==> src/rtl/udp_pkg.sv <==
// Shared UDP transmit definitions: field widths, arbiter FSM states and
// default board/destination addressing.
package udp_pkg;

    localparam int BYTE_NUM_W = 16;
    localparam int IP_W       = 32;
    localparam int MAC_W      = 48;

    typedef enum logic [1:0] {
        ST_IDLE  = 2'd0,
        ST_START = 2'd1,
        ST_BUSY  = 2'd2
    } arb_state_t;

    // 192.168.1.2 board, 192.168.1.3 default peer
    localparam logic [MAC_W-1:0] BOARD_MAC = 48'h00_11_22_33_44_55;
    localparam logic [IP_W-1:0]  BOARD_IP  = 32'hC0_A8_01_02;
    localparam logic [MAC_W-1:0] DES_MAC   = 48'hFF_FF_FF_FF_FF_FF;
    localparam logic [IP_W-1:0]  DES_IP    = 32'hC0_A8_01_03;

endpackage

==> src/rtl/udp_rr_arb.sv <==
// Combinational round-robin picker: scans from last_grant+1 upward with
// wrap and returns the one-hot winner plus its index.
module udp_rr_arb
    import udp_pkg::*;
#(
    parameter int N     = 4,
    parameter int IDX_W = $clog2(N)
) (
    input  logic [N-1:0]     req,
    input  logic [IDX_W-1:0] last_grant,
    output logic [N-1:0]     grant,
    output logic [IDX_W-1:0] grant_idx,
    output logic             valid
);

    logic [IDX_W-1:0] cand;

    always_comb begin
        grant     = '0;
        grant_idx = '0;
        valid     = 1'b0;
        cand      = '0;
        for (int i = 1; i <= N; i++) begin
            cand = IDX_W'((int'(last_grant) + i) % N);
            if (!valid && req[cand]) begin
                valid       = 1'b1;
                grant[cand] = 1'b1;
                grant_idx   = cand;
            end
        end
    end

endmodule

==> src/rtl/udp_tx_arb.sv <==
// Round-robin arbiter sharing one UDP transmitter among NUM_CH channels.
// Optional BUSY watchdog enabled by defining UDP_TX_ARB_TIMEOUT_EN.
module udp_tx_arb
    import udp_pkg::*;
#(
    parameter int NUM_CH      = 4,
    parameter int TIMEOUT_CYC = 65535
) (
    input  logic                         clk,
    input  logic                         rst,
    input  logic [NUM_CH-1:0]            ch_req,
    input  logic [NUM_CH*BYTE_NUM_W-1:0] ch_byte_num,
    input  logic [NUM_CH*IP_W-1:0]       ch_des_ip,
    input  logic [NUM_CH*MAC_W-1:0]      ch_des_mac,
    input  logic [NUM_CH*8-1:0]          ch_data,
    output logic [NUM_CH-1:0]            ch_grant,
    output logic [NUM_CH-1:0]            ch_tx_req,
    output logic [NUM_CH-1:0]            ch_done,
    output logic                         tx_start_en,
    output logic [BYTE_NUM_W-1:0]        tx_byte_num,
    output logic [7:0]                   tx_data,
    output logic [IP_W-1:0]              des_ip,
    output logic [MAC_W-1:0]             des_mac,
    input  logic                         tx_req,
    input  logic                         tx_done,
    output logic                         busy,
    output logic                         tx_timeout
);

    localparam int IDX_W = $clog2(NUM_CH);

    arb_state_t        state, next_state;
    logic [NUM_CH-1:0] eligible;
    logic [NUM_CH-1:0] pick_grant;
    logic [IDX_W-1:0]  pick_idx;
    logic              pick_valid;
    logic [IDX_W-1:0]  last_grant;
    logic              timeout_hit;
    logic              pkt_end;

    // Zero-length requests are never offered to the picker
    always_comb begin
        eligible = '0;
        for (int i = 0; i < NUM_CH; i++) begin
            eligible[i] = ch_req[i] && (ch_byte_num[i*BYTE_NUM_W +: BYTE_NUM_W] != '0);
        end
    end

    udp_rr_arb #(
        .N     (NUM_CH),
        .IDX_W (IDX_W)
    ) u_rr_arb (
        .req        (eligible),
        .last_grant (last_grant),
        .grant      (pick_grant),
        .grant_idx  (pick_idx),
        .valid      (pick_valid)
    );

`ifdef UDP_TX_ARB_TIMEOUT_EN
    logic [15:0] timeout_cnt;

    always_ff @(posedge clk or negedge rst) begin
        if (!rst) begin
            timeout_cnt <= '0;
        end else if (state != ST_BUSY) begin
            timeout_cnt <= '0;
        end else begin
            timeout_cnt <= timeout_cnt + 16'd1;
        end
    end

    assign timeout_hit = (state == ST_BUSY) && !tx_done &&
                         (timeout_cnt == 16'(TIMEOUT_CYC - 1));
`else
    assign timeout_hit = 1'b0;
`endif

    assign pkt_end = (state == ST_BUSY) && (tx_done || timeout_hit);

    always_ff @(posedge clk or negedge rst) begin
        if (!rst) begin
            state <= ST_IDLE;
        end else begin
            state <= next_state;
        end
    end

    always_comb begin
        next_state  = state;
        tx_start_en = 1'b0;
        busy        = 1'b1;
        tx_data     = '0;
        ch_tx_req   = '0;
        case (state)
            ST_IDLE: begin
                busy = 1'b0;
                if (pick_valid) begin
                    next_state = ST_START;
                end
            end
            ST_START: begin
                tx_start_en = 1'b1;
                next_state  = ST_BUSY;
            end
            ST_BUSY: begin
                tx_data               = ch_data[int'(last_grant)*8 +: 8];
                ch_tx_req[last_grant] = tx_req;
                if (pkt_end) begin
                    next_state = ST_IDLE;
                end
            end
            default: begin
                next_state = ST_IDLE;
            end
        endcase
    end

    // Winner's descriptor is frozen at grant time and held until the next grant
    always_ff @(posedge clk or negedge rst) begin
        if (!rst) begin
            ch_grant    <= '0;
            last_grant  <= IDX_W'(NUM_CH - 1);
            tx_byte_num <= '0;
            des_ip      <= '0;
            des_mac     <= '0;
            ch_done     <= '0;
            tx_timeout  <= 1'b0;
        end else begin
            ch_done    <= '0;
            tx_timeout <= 1'b0;
            if (state == ST_IDLE && pick_valid) begin
                ch_grant    <= pick_grant;
                last_grant  <= pick_idx;
                tx_byte_num <= ch_byte_num[int'(pick_idx)*BYTE_NUM_W +: BYTE_NUM_W];
                des_ip      <= ch_des_ip[int'(pick_idx)*IP_W +: IP_W];
                des_mac     <= ch_des_mac[int'(pick_idx)*MAC_W +: MAC_W];
            end else if (pkt_end) begin
                ch_grant   <= '0;
                ch_done    <= ch_grant;
                tx_timeout <= timeout_hit;
            end
        end
    end

endmodule

==> config.mk <==
export PLATFORM = sky130hd
export DESIGN_NAME = udp_tx_arb
export DESIGN_NICKNAME = d
export VERILOG_FILES = /design/src/rtl/udp_pkg.sv /design/src/rtl/udp_rr_arb.sv /design/src/rtl/udp_tx_arb.sv
export SDC_FILE = /design/constraint.sdc
export NUM_CORES = 1
export LEC_CHECK = 0
export ABC_AREA = 1
export CORE_AREA = 2 2 210 212
export DETAILED_ROUTE_END_ITERATION = 8
export DIE_AREA = 0 0 212 214
export SYNTH_ARGS = -nofsm -noshare
export SYNTH_HDL_FRONTEND = slang
export SYNTH_SLANG_ARGS = --single-unit
export TNS_END_PERCENT = 50
==> constraint.sdc <==
create_clock -name clk -period 7.9 [get_ports clk]
set_input_delay 0.79 -clock clk [delete_from_list [all_inputs] [get_ports clk]]
set_output_delay 0.79 -clock clk [all_outputs]
set_load 0.02 [all_outputs]
==> results.md <==
| Item | Reported |
| --- | --- |
| Maximum number of pins on one net before global-route repair | 121 |
| Req. time, crit path | 8180 ps |
| Instance count after placement with tap cells included | 2,549 |
| Via density | 4.32 |
| Clock tree from TritonCTS | built |
| Main area contributors after synthesis | sky130_fd_sc_hd__dfrtp_1 30%, sky130_fd_sc_hd__nand2_1 20%, sky130_fd_sc_hd__nand3_1 17%, sky130_fd_sc_hd__inv_1 10%, sky130_fd_sc_hd__nor2_1 3.5% |
| Antenna-violating nets left | 0 |
| TritonCTS sink count | 108 |
| Worst path cell trace | inv_1 > ha_1 > inv_1 > nand3_1 > nand2_4 > nand3_4 > inv_2 > nand2_4 > nand3_4 > buf_4 > nand2_1 > nand3_1 > nand2_1 > nand2_1 > nand2_1 |
| Worst setup EP type | flip-flop |
| Total negative slack | 0 ps |
| Width of the die | 212 um |
| Detailed-route via count | 11,083 |
| Post-CTS repair timing setup buffer count | 0 |
| Sequential fraction of the synthesis area | 0.302 |
| Number of violations of the max-capacitance limit | 0 |
| Worst-Skew Late Latency | 380 ps |
| Initial antenna violation count | 2 |
| Most frequently used flop master after synthesis | sky130_fd_sc_hd__dfrtp_1 |
| Drt initial violations | 508 |
| Fraction of layout instances using a drive strength above 1 | 0.0444 |
| Half-perimeter wire length of the detailed placement result | 32,000 um |
| Total count of hold-check failures in the final report | 0 |
| Combined area of all synthesized cells | 8960 um2 |
| Final Setup Violations | 0 |
| Clock buffer count from CTS | 9 |
| Synth Register Bits | 108 |
| Number of global-route vias before repair | 11,253 |
| H-Tree Level Count | 3 |
| Clock-pin slew on the worst setup and hold paths | 90 ps |
| Post-synthesis net count | 1,938 |
| Class of the tightest hold or removal check | in -> async |
| Growth of design area from synthesis to finish | 67.8% |
| CTS resizes | 0 |
| I/O pin count | 543 |
| Worst voltage drop across the vdd grid | 0.394 mV |
| Crit start category | flip-flop |
| Relative slew slack | 0.199 |
| Initial Util | 0.209 |
| Max clock buf depth | 2 |
| RSZ-0062 raised after global routing | no |
| FP Rows | 76 |
| Top Family by Delay on Critical Path | buffers and inverters |
| Chip height | 214 um |
| Core area | 42,900 um2 |
| Post-Synthesis Cells | 1,506 |
| Wire length of the first global-routing pass | 63,400 um |
| Final Critical Period | 4940 ps |
| Arr. time, crit path | 5220 ps |
| Async set or reset register ratio after synthesis | 1.00 |
| Post-synth top cells | 489 x sky130_fd_sc_hd__nand2_1, 313 x sky130_fd_sc_hd__nand3_1, 249 x sky130_fd_sc_hd__inv_1 |
| Full die area | 45,400 um2 |
| Hold buffer count at CTS | 0 |
| Number of nets in the finished design | 2,407 |
| Max-slew violation total from the final report | 0 |
| Run status | finished, final reports clean |
| Pwr per Cell Area | 452 nW/um2 |
| Combined buffer and inverter count along the critical path | 4 |
| Most repeated library cell on the critical path | sky130_fd_sc_hd__nand2_1 |
| Detailed-route wire length | 42,100 um |
| Count of synthesis-stage warnings from yosys | 0 |
| LEAKAGE | 7.34 nW |
| Cell with the most instances after synthesis | sky130_fd_sc_hd__nand2_1 |
| Drt wl/cell | 16.4 um |
| Count of flip-flops with a built-in enable after synthesis | 0 |
| Final cell count without fillers | 2,565 |
| Global router's overall resource usage | 0.182 |
| DRC violations left | 0 |
| Synthesized area per cell | 5.95 um2 |
| Total gr overflow | 0 |
| Timing-limited maximum frequency | 202 MHz |
| Period Utilization, post-route | 0.626 |
| Transition time at the pin with the least slew margin | 1200 ps |
| Final clock skew | 14.3 ps |
| Crit path max-delay cell type | sky130_fd_sc_hd__buf_4 |
| Tightest hold margin | 414 ps |
| Number of different library cells in the post-synthesis netlist | 32 |
| Largest stage delay on the critical path | 890 ps |
| Quantity of I/O buffers inserted on ports | 541 |
| Kind of critical path | reg -> reg |
| Detailed-routing iteration count for the pre-antenna-repair pass | 5 |
| Number of inserted diodes | 0 |
| Buffer cell driving the clock tree root | sky130_fd_sc_hd__clkbuf_16 |
| Share of Yosys cell area claimed by the top area cell type | 0.296 |
| Routability congestion estimate from global placement | 0.868 |
| Post-route total power | 6.80 mW |
| Cell accounting for the most synthesized area | sky130_fd_sc_hd__dfrtp_1 |
| Critical path peak fanout | 120 |
==> cells in the final DEF, fill, tap and decap left out, types with 8 or more instances in the layout <==
cell type                         count
sky130_fd_sc_hd__buf_4                9
sky130_fd_sc_hd__inv_1              249
sky130_fd_sc_hd__clkbuf_16            9
sky130_fd_sc_hd__nand2_1            488
sky130_fd_sc_hd__ha_1                 8
sky130_fd_sc_hd__nand3_1            313
sky130_fd_sc_hd__o211ai_1            24
sky130_fd_sc_hd__clkdlybuf4s50_1    540
sky130_fd_sc_hd__a21oi_1             14
sky130_fd_sc_hd__nor2_1              83
sky130_fd_sc_hd__or2_0               31
sky130_fd_sc_hd__dfrtp_1            106
sky130_fd_sc_hd__or2_2               45
sky130_fd_sc_hd__o21ai_0             21
==> routing by layer <==
layer | global-route usage | part of all wire
met2 | 0.327 | 0.49
met5 | 0 | 0.00074
met4 | 0.0533 | 0.021
met3 | 0.0535 | 0.086
met1 | 0.205 | 0.41
==> worst register-to-register path: stages, from the launching register on <==
cell and delay [ps]:
sky130_fd_sc_hd__dfstp_2 870, sky130_fd_sc_hd__inv_1 510, sky130_fd_sc_hd__ha_1 530, sky130_fd_sc_hd__inv_1 150
sky130_fd_sc_hd__nand3_1 140, sky130_fd_sc_hd__nand2_4 140, sky130_fd_sc_hd__nand3_4 100, sky130_fd_sc_hd__inv_2 100
sky130_fd_sc_hd__nand2_4 220, sky130_fd_sc_hd__nand3_4 540, sky130_fd_sc_hd__buf_4 900, sky130_fd_sc_hd__nand2_1 340
sky130_fd_sc_hd__nand3_1 130, sky130_fd_sc_hd__nand2_1 70, sky130_fd_sc_hd__nand2_1 50, sky130_fd_sc_hd__nand2_1 60
==> cell type report <==
| type | count | area [um2] |
|---|---|---|
| well taps | 585 | 732 |
| flip-flops and latches | 108 | 2710 |
| fillers | 4650 | 27900 |
| repair buffers | 549 | 5470 |
| multi-input cells | 1055 | 4880 |
| clock inverters | 7 | 70.1 |
| inverters | 252 | 946 |
| clock buffers | 9 | 225 |
==> cells by family (layout without fill, tap and decap cells) <==
kind of cell / Yosys count / in the layout / synth area share
flip-flops: 108 / 108 / 0.302
buffers and inverters: 343 / 817 / 0.156
AND/OR/NAND/NOR: 977 / 977 / 0.484
adder cells (fa/ha/maj): 8 / 8 / 0.0112
AO/OA/AOI/OAI: 69 / 69 / 0.0473
other: 1 / 1 / 0.000418
==> sequential cells by signal, summed over array words and instances, names as in the netlist <==
register / cells
last_grant: 2
ch_grant: 4
state: 2
ch_done: 4
des_ip: 32
tx_byte_num: 16
des_mac: 48
==> where the power goes <==
group          switching, mW  leakage [nW]  internal (mW)
registers              0.184          1.33          0.866
logic                   3.39          5.87           1.88
clock network          0.256         0.141          0.223
total                   3.83          7.34           2.97
==> path summary, 6_finish.rpt <==
| kind | from | endpoint | slack (ps) | cells past startpoint |
|---|---|---|---|---|
| worst min register to register | des_ip[12] | des_ip[12] | 490 | 2 |
| worst min-delay path | rst | des_mac[38] | 410 | 1 |
| worst max register to register | last_grant[0] | des_mac[21] | 2960 | 15 |
| worst max-delay path | last_grant[0] | des_mac[21] | 2960 | 15 |
| max in group asynchronous | rst | des_ip[20] | 6100 | 2 |
| min in group clk | des_ip[12] | des_ip[12] | 490 | 2 |
==> per-stage QoR <==
stage	utilization	instance area [um2]	setup WS (ps)
floorplan	-	8960	5020
global route	0.351	15000	2510
finish	0.351	15000	2960
CTS	0.351	15000	2870
global placement	0.344	14700	3020
detailed placement	0.344	14700	2940
Power figures use the tool's default switching activity.
==> edit (config.mk and constraints unchanged) <==
Re-encode `arb_state_t` (3 states) as one-hot, 3 bits wide.
--- a/src/rtl/udp_pkg.sv
+++ b/src/rtl/udp_pkg.sv
@@ -6,10 +6,10 @@
     localparam int IP_W       = 32;
     localparam int MAC_W      = 48;
 
-    typedef enum logic [1:0] {
-        ST_IDLE  = 2'd0,
-        ST_START = 2'd1,
-        ST_BUSY  = 2'd2
+    typedef enum logic [2:0] {
+        ST_IDLE  = 3'b001,
+        ST_START = 3'b010,
+        ST_BUSY  = 3'b100
     } arb_state_t;
 
     // 192.168.1.2 board, 192.168.1.3 default peer
Function: same outputs for any inputs over 4 cycles, from zero or initial values and one cycle with rst low; so few cycles prove little.
==> edit against the unedited design <==
Sequential cell count grew 1; final area increased by 1.1%; global-route usage is 0.59 points higher; combinational power is 0.9% higher; setup slack worse by 250 ps; via count is 0.71% higher; worst hold slack improved by 17 ps; routed wire length increased by 3.8%; area after synthesis increased by 2.3%; clock skew shrank 2.5 ps; clock power grew 2%; count of clock-buffer cells in the layout increased by 1; power is 0.86% higher.
==> edit: results (changes against the unedited design) <==
outcome = finished, final reports clean (unchanged)
Synth top cells by count = 509 x nand2_1, 314 x nand3_1, 272 x inv_1, 106 x dfrtp_1, 85 x nor2_1 (was 489 x nand2_1, 313 x nand3_1, 249 x inv_1, 106 x dfrtp_1, 83 x nor2_1)
Combinational Power Share = 77.6% (was 77.5%)
first-pass GRT wire length = 64800 microns (was 63400 microns)
count of cell types in the netlist = 30 (was 32)
met1 Use GR = 22.0% (was 20.5%)
syn avg cell area = 5.94 sq um (was 5.95 sq um)
power density over the cells = 451 nW/um^2 (was 452 nW/um^2)
number of fill cells in the layout = 4598 (was 4650)
Compound-Gate Fraction of Synth Area = 4.22% (was 4.73%)
CP Capture Point = des_ip[3]$_DFFE_PN0P_ (was des_mac[21]$_DFFE_PN0P_)
post-synthesis sequential area ratio = 29.8% (was 30.2%)
vias per cell = 4.28 (was 4.32)
measured slew at the worst slew-check pin = 1030 ps (was 1200 ps)
initial antenna violation count = 4 (was 2)
initial drt markers = 613 (was 508)
dpl ws = 2360 ps (was 2940 ps)
R2R depth = 13 (was 15)
Pleak = 7.54 nW (was 7.34 nW)
Tcrit/Tclk final = 65.8% (was 62.6%)
grt met2 use = 32.8% (was 32.7%)
clk_skew = 11.9 ps (was 14.3 ps)
Synth Net Count = 1976 (was 1938)
main flop type after synthesis = dfrtp_1 (unchanged)
M3 GR Usage = 4.78% (was 5.35%)
maximum vdd ir drop = 0.293 mV (was 0.394 mV)
Overall Global Routing Usage = 18.8% (was 18.2%)
Synth area leaders = dfrtp_1 29%, nand2_1 21%, nand3_1 17% (was dfrtp_1 30%, nand2_1 20%, nand3_1 17%)
Max FO, Critical Path = 125 (was 120)
met3 wire len = 3630 microns (was 3600 microns)
Post-DP Area = 14900 sq um (was 14700 sq um)
gpl congestion = 0.891 (was 0.868)
Data arrival, critical path = 5460 ps (was 5220 ps)
drt wl/cell = 16.8 microns (was 16.4 microns)
largest net degree at the start of global routing = 126 (was 121)
register-to-register setup slack = 2700 ps (was 2960 ps)
fraction of layout instances using a drive strength above 1 = 5.40% (was 4.44%)
met2 wire len = 21300 microns (was 20500 microns)
Seq pwr share = 15.3% (was 15.5%)
wl on met1 = 17600 microns (was 17100 microns)
Fin Hold WS = 431 ps (was 414 ps)
Sw Pwr = 0.00387 W (was 0.00383 W)
vias in the first global route = 11054 (was 11253)
edit: changes by cell type in the layout (fill, tap and decap cells not counted), sizes merged:
cell      unedited run  this run
buf                  9        10
o211ai              24        16
or2                 78        81
clkinvlp             1         0
diode                0         2
inv                254       278
nor3                 0         2
nand3              317       315
and2                 1         0
dfstp                2         3
nand2              495       513
clkbuf               9        10
edit: worst max-delay path, stage by stage, from the launching register on:
cell	delay, ps
dfstp_2	890
inv_2	320
ha_1	470
inv_1	110
nand3_1	100
nand2_2	130
nand2_1	200
nand3_1	150
nand2_4	670
nand2_8	620
buf_4	640
or2_2	390
nand3_1	70
nand3_1	70
edit: final cells by class:
cell class	count	share of cell area [%]
multi-input cells	1067	32.3
flip-flops and latches	109	18.0
clock buffers	10	1.57
clock inverters	6	0.445
diodes	2	0.0329
well taps	585	4.82
repair buffers	550	36.1
inverters	276	6.82
